`src/rtl/logic_unit_pkg.sv`:
```
// Shared op-code definitions for the registered logic unit and its bitwise datapath.
// Op codes are fixed by the external control interface, so they are plain localparams.
package logic_unit_pkg;

    localparam int OP_W = 3;

    typedef logic [OP_W-1:0] op_t;

    localparam op_t OP_OR   = 3'd0;
    localparam op_t OP_NOR  = 3'd1;
    localparam op_t OP_AND  = 3'd2;
    localparam op_t OP_NAND = 3'd3;
    localparam op_t OP_XOR  = 3'd4;
    localparam op_t OP_XNOR = 3'd5;
    localparam op_t OP_NOTA = 3'd6;
    localparam op_t OP_PASS = 3'd7;

endpackage

```
`src/rtl/bitwise_op.sv`:
```
// Combinational WIDTH-bit bitwise operator.
// Selects one of eight two-input logic functions applied per bit.
module bitwise_op
    import logic_unit_pkg::*;
#(
    parameter int WIDTH = 8
) (
    input  logic [WIDTH-1:0] a,
    input  logic [WIDTH-1:0] b,
    input  op_t              op,
    output logic [WIDTH-1:0] r
);

    always_comb begin
        // NOTE: default assignment first so no path through this block can infer a latch.
        r = '0;
        case (op)
            OP_OR:   r = a | b;
            OP_NOR:  r = ~(a | b);
            OP_AND:  r = a & b;
            OP_NAND: r = ~(a & b);
            OP_XOR:  r = a ^ b;
            OP_XNOR: r = ~(a ^ b);
            OP_NOTA: r = ~a;
            OP_PASS: r = a;
            default: r = '0;
        endcase
    end

endmodule

```
`src/rtl/logic_unit_acc.sv`:
```
// Registered logic unit with optional multi-beat OR-accumulation and valid/ready on both sides.
// A single output register serves both pass-through and completed-sequence results.
module logic_unit_acc
    import logic_unit_pkg::*;
#(
    parameter int WIDTH = 8,
    parameter int CNT_W = 8
) (
    input  logic             clk,
    input  logic             reset,
    input  logic             in_valid,
    output logic             in_ready,
    input  logic [WIDTH-1:0] in_a,
    input  logic [WIDTH-1:0] in_b,
    input  op_t              in_op,
    input  logic             in_acc,
    input  logic             in_last,
    output logic             out_valid,
    input  logic             out_ready,
    output logic [WIDTH-1:0] out_data,
    output logic             out_zero,
    output logic [CNT_W-1:0] out_count
);

    logic [WIDTH-1:0] r;
    logic [WIDTH-1:0] acc_q;
    logic [CNT_W-1:0] cnt_q;
    logic [CNT_W-1:0] cnt_inc;
    logic             accept;
    logic             emit;
    logic             drain;
    logic [WIDTH-1:0] emit_data;
    logic [CNT_W-1:0] emit_count;

    bitwise_op #(.WIDTH(WIDTH)) u_op (
        .a  (in_a),
        .b  (in_b),
        .op (in_op),
        .r  (r)
    );

    // The output register can be refilled in the same cycle it is drained.
    assign in_ready = !out_valid || out_ready;
    assign accept   = in_valid && in_ready;
    assign drain    = out_valid && out_ready;

    // A beat produces output when it is pass-through or closes a sequence.
    assign emit       = accept && (!in_acc || in_last);
    assign cnt_inc    = (cnt_q == '1) ? cnt_q : cnt_q + 1'b1;
    assign emit_data  = in_acc ? (acc_q | r) : r;
    assign emit_count = in_acc ? cnt_inc : CNT_W'(1);

    // NOTE: sequential state uses non-blocking assignments so every register samples pre-edge values.
    always_ff @(posedge clk) begin
        if (reset) begin
            acc_q     <= '0;
            cnt_q     <= '0;
            out_valid <= 1'b0;
            out_data  <= '0;
            out_zero  <= 1'b1;
            out_count <= '0;
        end else begin
            // Pass-through beats leave the open sequence untouched.
            if (accept && in_acc) begin
                if (in_last) begin
                    acc_q <= '0;
                    cnt_q <= '0;
                end else begin
                    acc_q <= acc_q | r;
                    cnt_q <= cnt_inc;
                end
            end

            if (emit) begin
                out_valid <= 1'b1;
                out_data  <= emit_data;
                out_zero  <= (emit_data == '0);
                out_count <= emit_count;
            end else if (drain) begin
                out_valid <= 1'b0;
            end
        end
    end

endmodule

```
`config.mk`:
```
export PLATFORM = sky130hd
export DESIGN_NAME = logic_unit_acc
export DESIGN_NICKNAME = d
export VERILOG_FILES = /design/src/rtl/logic_unit_pkg.sv /design/src/rtl/bitwise_op.sv /design/src/rtl/logic_unit_acc.sv
export SDC_FILE = /design/constraint.sdc
export NUM_CORES = 1
export LEC_CHECK = 0
export CAP_MARGIN = 20
export CORE_MARGIN = 2
export CORE_UTILIZATION = 30
export CTS_CLUSTER_SIZE = 12
export DETAILED_ROUTE_END_ITERATION = 6
export GPL_TIMING_DRIVEN = 0
export SYNTH_ARGS = -nofsm -noshare
export SYNTH_HDL_FRONTEND = slang
export SYNTH_HIERARCHICAL = 1
export SYNTH_SLANG_ARGS = --single-unit
```
`constraint.sdc`:
```
create_clock -name clk -period 3.2 [get_ports clk]
set_clock_uncertainty 0.15 [all_clocks]
set_input_delay 0.64 -clock clk [delete_from_list [all_inputs] [get_ports clk]]
set_output_delay 0.64 -clock clk [all_outputs]
set_load 0.01 [all_outputs]
```
==> qor.csv, run 1 <==
metric;value;unit
status;finished with violations;
failed_checks;design-rule violations;
pwr-share-clk;0.328;
powerDensity;380;nW/um^2
p_sw;267;uW
fmax;0.378;GHz
vias;1715;
p_seq_frac;0.462;
path_cells;clkdlybuf4s50_1 -> inv_1 -> ha_1 -> inv_1 -> mux4_2 -> xnor2_1 -> nor4_1 -> nand4_1 -> o21ai_0;
worstHoldPathType;flop to flop;
ys_types;44;
initial_utilization;0.315;
synth_edf_count;0;
gp_congestion;0.787;
slew-limit-headroom;0.658;
die_w;86.1;um
tns;0;ns
syn-num-nets;265;
grt_max_degree;12;
coreArea;6420;sq um
final_common_cell;clkdlybuf4s50_1;
syn_avg_cell_area;9.06;sq um
hold_path.startpoint;out_count[1];
place_hpwl;3.39;mm
cts_root_buffer;clkbuf_8;
cts_setup_buffers;0;
r2r-start;cnt_q[0];
cts_resized;0;
arrival;2.70;ns
drive_gt1_frac;0.115;
fin_crit;2.64;ns
synth_ff_type;dfxtp_1;
routed_via_density;4.94;
synth_area;2020;sq um
finalWirelength;4.32;mm
worst_slack;0.556;ns
num_rows;29;
first_global_vias;1636;
async_reset_ff_frac;0;
cts_tree;done;
cts_buffers;5;
cts.path.max_buffers;2;
clock-sinks;34;
clk_latency;0.28;ns
synthToLayoutAreaGrowth;28.8;%
die_h;86.1;um
p_leak;0.00106;uW
pre_cts_ws;0.256;ns
htree_levels;2;
setup_violations;0;
dieArea;7410;sq um
hold_viol;0;
drc_errors;1;
cts_hold_buf;0;
grt_use_total;0.122;
vdd_drop_max;0.000183;V
nets;311;
intPower;722;uW
path_clk_slew;0.07;ns
crit_slowest_cell;clkdlybuf4s50_1;
critPathRequiredTime;3.26;ns
ant_nets;0;
cp_common_cell;inv_1;
grt_overflow_total;0;
dr.pass1.iters;7;
tightest_slew;0.513;ns
seq_area_frac_synth;0.337;
layout_common_cells;39 x clkdlybuf4s50_1, 34 x dfxtp_1, 27 x inv_1;
synth_warnings;6;
power_frac_comb;0.210;
drv_slew;0;
max_stage_delay;0.50;ns
antenna_cells;0;
cp-end-kind;flop;
synth-seq-cells;34;
wire_per_inst;12.4;um
fillers;648;
portBuffers;39;
p_sw_frac;0.270;
max_cap_violations;0;
worst-setup-path-type;input pin to flop;
crit_buf_inv;3;
timing.final.crit_share;0.826;
start_kind;input pin;
crit_fanout;3;
crit_start;in_a[5];
rsz0062_at_grt;false;
drtIter0Drc;47;
antenna_found_initial;0;
critical_path.top_delay_family;buffers and inverters;
grt_first_pass_wirelength;7.29;mm
pin_count;44;
syn_inst;223;
[through the flow]
| step | util | total power (uW) | hold slack [ns] | instances | instance area (sq um) |
|---|---|---|---|---|---|
| global placement | 0.390 | 673 | 0.297 | 339 | 2510 |
| detailed placement | 0.390 | 677 | 0.296 | 339 | 2510 |
| floorplan | - | 589 | 0.287 | 223 | 2020 |
| global route | 0.405 | 1050 | 0.329 | 347 | 2600 |
| finish | 0.405 | 989 | 0.310 | 347 | 2600 |
| CTS | 0.405 | 1000 | 0.317 | 347 | 2600 |
[Yosys cell counts, drive strengths merged (2+ instances only)]
cell type  instances  area [sq um]
nor2              19          71.3
nand4              5          37.5
or4                2          15.0
dfxtp             34           681
xor2               9          78.8
nand2b             2          20.0
a21oi             19          95.1
buf                8          51.3
mux2i              3          30.0
o21ai              5          25.0
inv               27           101
xnor2              2          17.5
nand2              6          22.5
and3               3          18.8
or3                2          12.5
nor3              12          60.1
o2bb2ai            4          35.0
nand3              6          35.0
o211ai             2          20.0
mux4               8           180
ha                17           213
clkbuf             6          23.8
a211oi             8          60.1
[layout make-up]
class / count / area (sq um) / share of cell area
Multi-Input combinational cell: 148 / 1160 / 0.447
Clock inverter: 2 / 12.5 / 0.00481
Tap cell: 77 / 96.3 / 0.0370
Sequential cell: 34 / 681 / 0.262
Clock buffer: 6 / 82.6 / 0.0317
Timing Repair Buffer: 39 / 390 / 0.150
Inverter: 27 / 101 / 0.0389
Buffer: 14 / 75.1 / 0.0288
[power groups by stage]
stage	clock [uW]	sequential [uW]	combinational, uW
floorplan	0	470	119
global route	356	459	231
finish	324	457	208
global placement	0	467	206
detailed placement	0	467	210
CTS	336	457	211
[metal layers]
metal / GRT usage / share of wire / vias up
li1: - / - / 879
met1: 0.141 / 0.43 / 787
met2: 0.223 / 0.51 / 49
met3: 0.0289 / 0.055 / 0
met4: 0.0346 / 0 / 0
met5: 0 / 0 / -
[logic make-up (layout without fill, tap and decap cells)]
| group | after synthesis | in the layout | synth area share |
|---|---|---|---|
| compound gates | 47 | 47 | 0.154 |
| xor+xnor | 11 | 11 | 0.0477 |
| fa+ha+maj | 17 | 17 | 0.105 |
| buf+inv | 41 | 88 | 0.0873 |
| flops | 34 | 34 | 0.337 |
| mux | 11 | 11 | 0.104 |
| simple gates | 62 | 62 | 0.165 |
[worst register-to-register path: cells and delay by family (launching register included)]
| family | cells | cell delay, ns |
|---|---|---|
| and+or+nand+nor | 2 | 0.58 |
| DFF | 1 | 0.45 |
| adders and majority gates | 1 | 0.27 |
| AOI/OAI and AO/OA | 1 | 0.24 |
| buffers and inverters | 1 | 0.15 |
| xor gates and xnor gates | 1 | 0.12 |
[path summary, 6_finish.rpt]
check	end	slack (ns)	depth (start not counted)
hold reg to reg	out_count[1]	0.31	1
hold / removal	out_count[1]	0.31	1
setup / recovery	out_zero	0.56	9
setup reg to reg	out_count[0]	1.16	6
[state kept, by name, indices dropped and copies added (netlist names)]
register and cells:
out_data 8, cnt_q 8, acc_q 8, out_zero 1
out_valid 1, out_count 8
Power figures use the tool's default switching activity.
==> run 2: changes to the inputs <==
clock period = 2.5 ns   (was 3.2 ns; I/O delays follow)
==> run 2 against run 1 <==
  * The run still ends with design-rule violations left
  * Final cell count rose by 0.29%
  * First-iteration DRC count fell by 2.1%
  * Wire length rose by 2.0%
  * Register-to-register slack got worse by 0.70 ns
  * Highest routed layer unchanged
  * Via count rose by 1.2%
  * Clock power rose by 29%
  * Worst hold slack improved by 0.0017 ns
  * Worst setup slack got worse by 0.45 ns
  * Die area did not move
  * Non-clock buffer count rose by 1
==> qor.csv, run 2 (synthesized netlist as in run 1, its figures left out) <==
metric;value;unit;change
r2r-start;cnt_q[0];;unchanged
grt_overflow_total;0;;unchanged
die_w;86.1;um;unchanged
cts_buffers;5;;unchanged
pwr-share-clk;0.323;;was 0.328
intPower;937;uW;was 722 uW
antenna_cells;0;;unchanged
place_hpwl;3.39;mm;unchanged
hold_path.startpoint;out_count[2];;was out_count[1]
fmax;0.418;GHz;
path_clk_slew;0.07;ns;about the same
cp-end-kind;flop;;unchanged
clk_latency;0.28;ns;about the same
drv_slew;0;;unchanged
portBuffers;39;;unchanged
drive_gt1_frac;0.144;;was 0.115
fin_crit;2.39;ns;
initial_utilization;0.315;;unchanged
antenna_found_initial;0;;unchanged
p_seq_frac;0.453;;was 0.462
synthToLayoutAreaGrowth;33.4;%;was 28.8%
post-route-util;0.420;;was 0.405
layout_common_cells;34 x dfxtp_1, 33 x clkdlybuf4s50_1, 27 x inv_1;;was 39 x clkdlybuf4s50_1, 34 x dfxtp_1, 27 x inv_1
worstHoldPathType;flop to flop;;unchanged
die_h;86.1;um;unchanged
crit_fanout;3;;unchanged
drc_errors;1;;unchanged
finalWirelength;4.41;mm;was 4.32 mm
tns;0;ns;unchanged
grt_use_total;0.123;;was 0.122
cts_tree;done;;unchanged
cts_root_buffer;clkbuf_8;;unchanged
p_leak;0.00114;uW;was 0.00106 uW
p_sw;356;uW;was 267 uW
p_sw_frac;0.275;;was 0.270
pin_count;44;;unchanged
arrival;2.46;ns;was 2.70 ns
dr.pass1.iters;6;;was 7
drtIter0Drc;46;;was 47
vdd_drop_max;0.000235;V;was 0.000183 V
nets;312;;was 311
grt_first_pass_wirelength;7.33;mm;was 7.29 mm
cts.path.max_buffers;2;;unchanged
htree_levels;2;;unchanged
timing.final.crit_share;0.957;;
coreArea;6420;sq um;unchanged
dieArea;7410;sq um;unchanged
start_kind;input pin;;unchanged
grt_max_degree;12;;unchanged
routed_via_density;4.99;;was 4.94
wire_per_inst;12.7;um;was 12.4 um
cts_hold_buf;0;;unchanged
worst-setup-path-type;input pin to flop;;unchanged
final_common_cell;dfxtp_1;;was clkdlybuf4s50_1
clock-sinks;34;;unchanged
powerDensity;479;nW/um^2;was 380 nW/um^2
rsz0062_at_grt;false;;unchanged
vias;1736;;was 1715
power_frac_comb;0.225;;was 0.210
num_rows;29;;unchanged
critPathRequiredTime;2.56;ns;was 3.26 ns
max_cap_violations;0;;unchanged
status;finished with violations;;unchanged
gp_congestion;0.787;;unchanged
crit_start;in_a[1];;was in_a[5]
failed_checks;design-rule violations;;unchanged
tightest_slew;0.940;ns;was 0.513 ns
rrSetupSlack;0.46;ns;was 1.16 ns
slew-limit-headroom;0.373;;was 0.658
first_global_vias;1639;;was 1636
ant_nets;0;;unchanged
setup_violations;0;;unchanged
hold_viol;0;;unchanged
run 2: cell types whose count changed in the layout (fill, tap and decap cells not counted), sizes merged:
cell	before	now
buf	8	9
clkdlybuf4s50	39	33
dlymetal6s2s	0	6
run 2: critical path, stage by stage:
cell             delay [ns]
clkdlybuf4s50_1        0.49
inv_1                  0.06
ha_1                   0.28
mux4_2                 0.48
xor2_2                 0.19
nor3_2                 0.21
nand4_1                0.12
o21ai_1                0.14
run 2: per-layer routing:
metal | up-vias | routed length, um | global-route usage | share of wire
li1 | 880 | - | - | -
met1 | 811 | 1950 | 0.142 | 0.44
met3 | 0 | 204 | 0.0289 | 0.046
met5 | - | 0 | 0 | 0
met2 | 45 | 2260 | 0.224 | 0.51
met4 | 0 | 0 | 0.0346 | 0
run 2: final cells by class:
class                   count  area, sq um
fillers                   644         3730
multi-input cells         148         1230
flip-flops and latches     34          681
repair buffers             40          413
inverters                  27          101
well taps                  77         96.3
clock buffers               6         82.6
plain buffers              14         75.1
clock inverters             2         12.5
run 2: stage by stage:
step / cell area, sq um / hold WS [ns] / cells / power, uW / setup slack [ns]
floorplan: 2020 / 0.287 / 223 / 754 / 0.354
global placement: 2510 / 0.297 / 339 / 861 / -0.288
detailed placement: 2510 / 0.296 / 339 / 866 / -0.304
CTS: 2610 / 0.317 / 347 / 1290 / 0.0167
global route: 2700 / 0.329 / 348 / 1370 / 0.00882
finish: 2700 / 0.311 / 348 / 1290 / 0.107
run 2: timing repair:
item | 4_1_cts | 5_1_grt
setup endpoints to repair | 1 | 1
resized for setup | 2 | 14
buffers inserted | 0 | 1
pin swaps | 1 | 6
run 2: final timing paths:
kind | to | cells after the start
max | out_zero | 8
max reg2reg | out_count[0] | 6
min reg2reg | out_count[2] | 2
min | out_count[2] | 2
run 2: power groups by stage:
| stage | clock [uW] | sequential (uW) | combinational (uW) |
|---|---|---|---|
| 2_1_floorplan | 0 | 602 | 153 |
| 3_3_place_gp | 0 | 597 | 264 |
| 3_5_place_dp | 0 | 598 | 269 |
| 4_1_cts | 430 | 585 | 271 |
| 5_1_grt | 459 | 588 | 320 |
| 6_report | 417 | 585 | 290 |
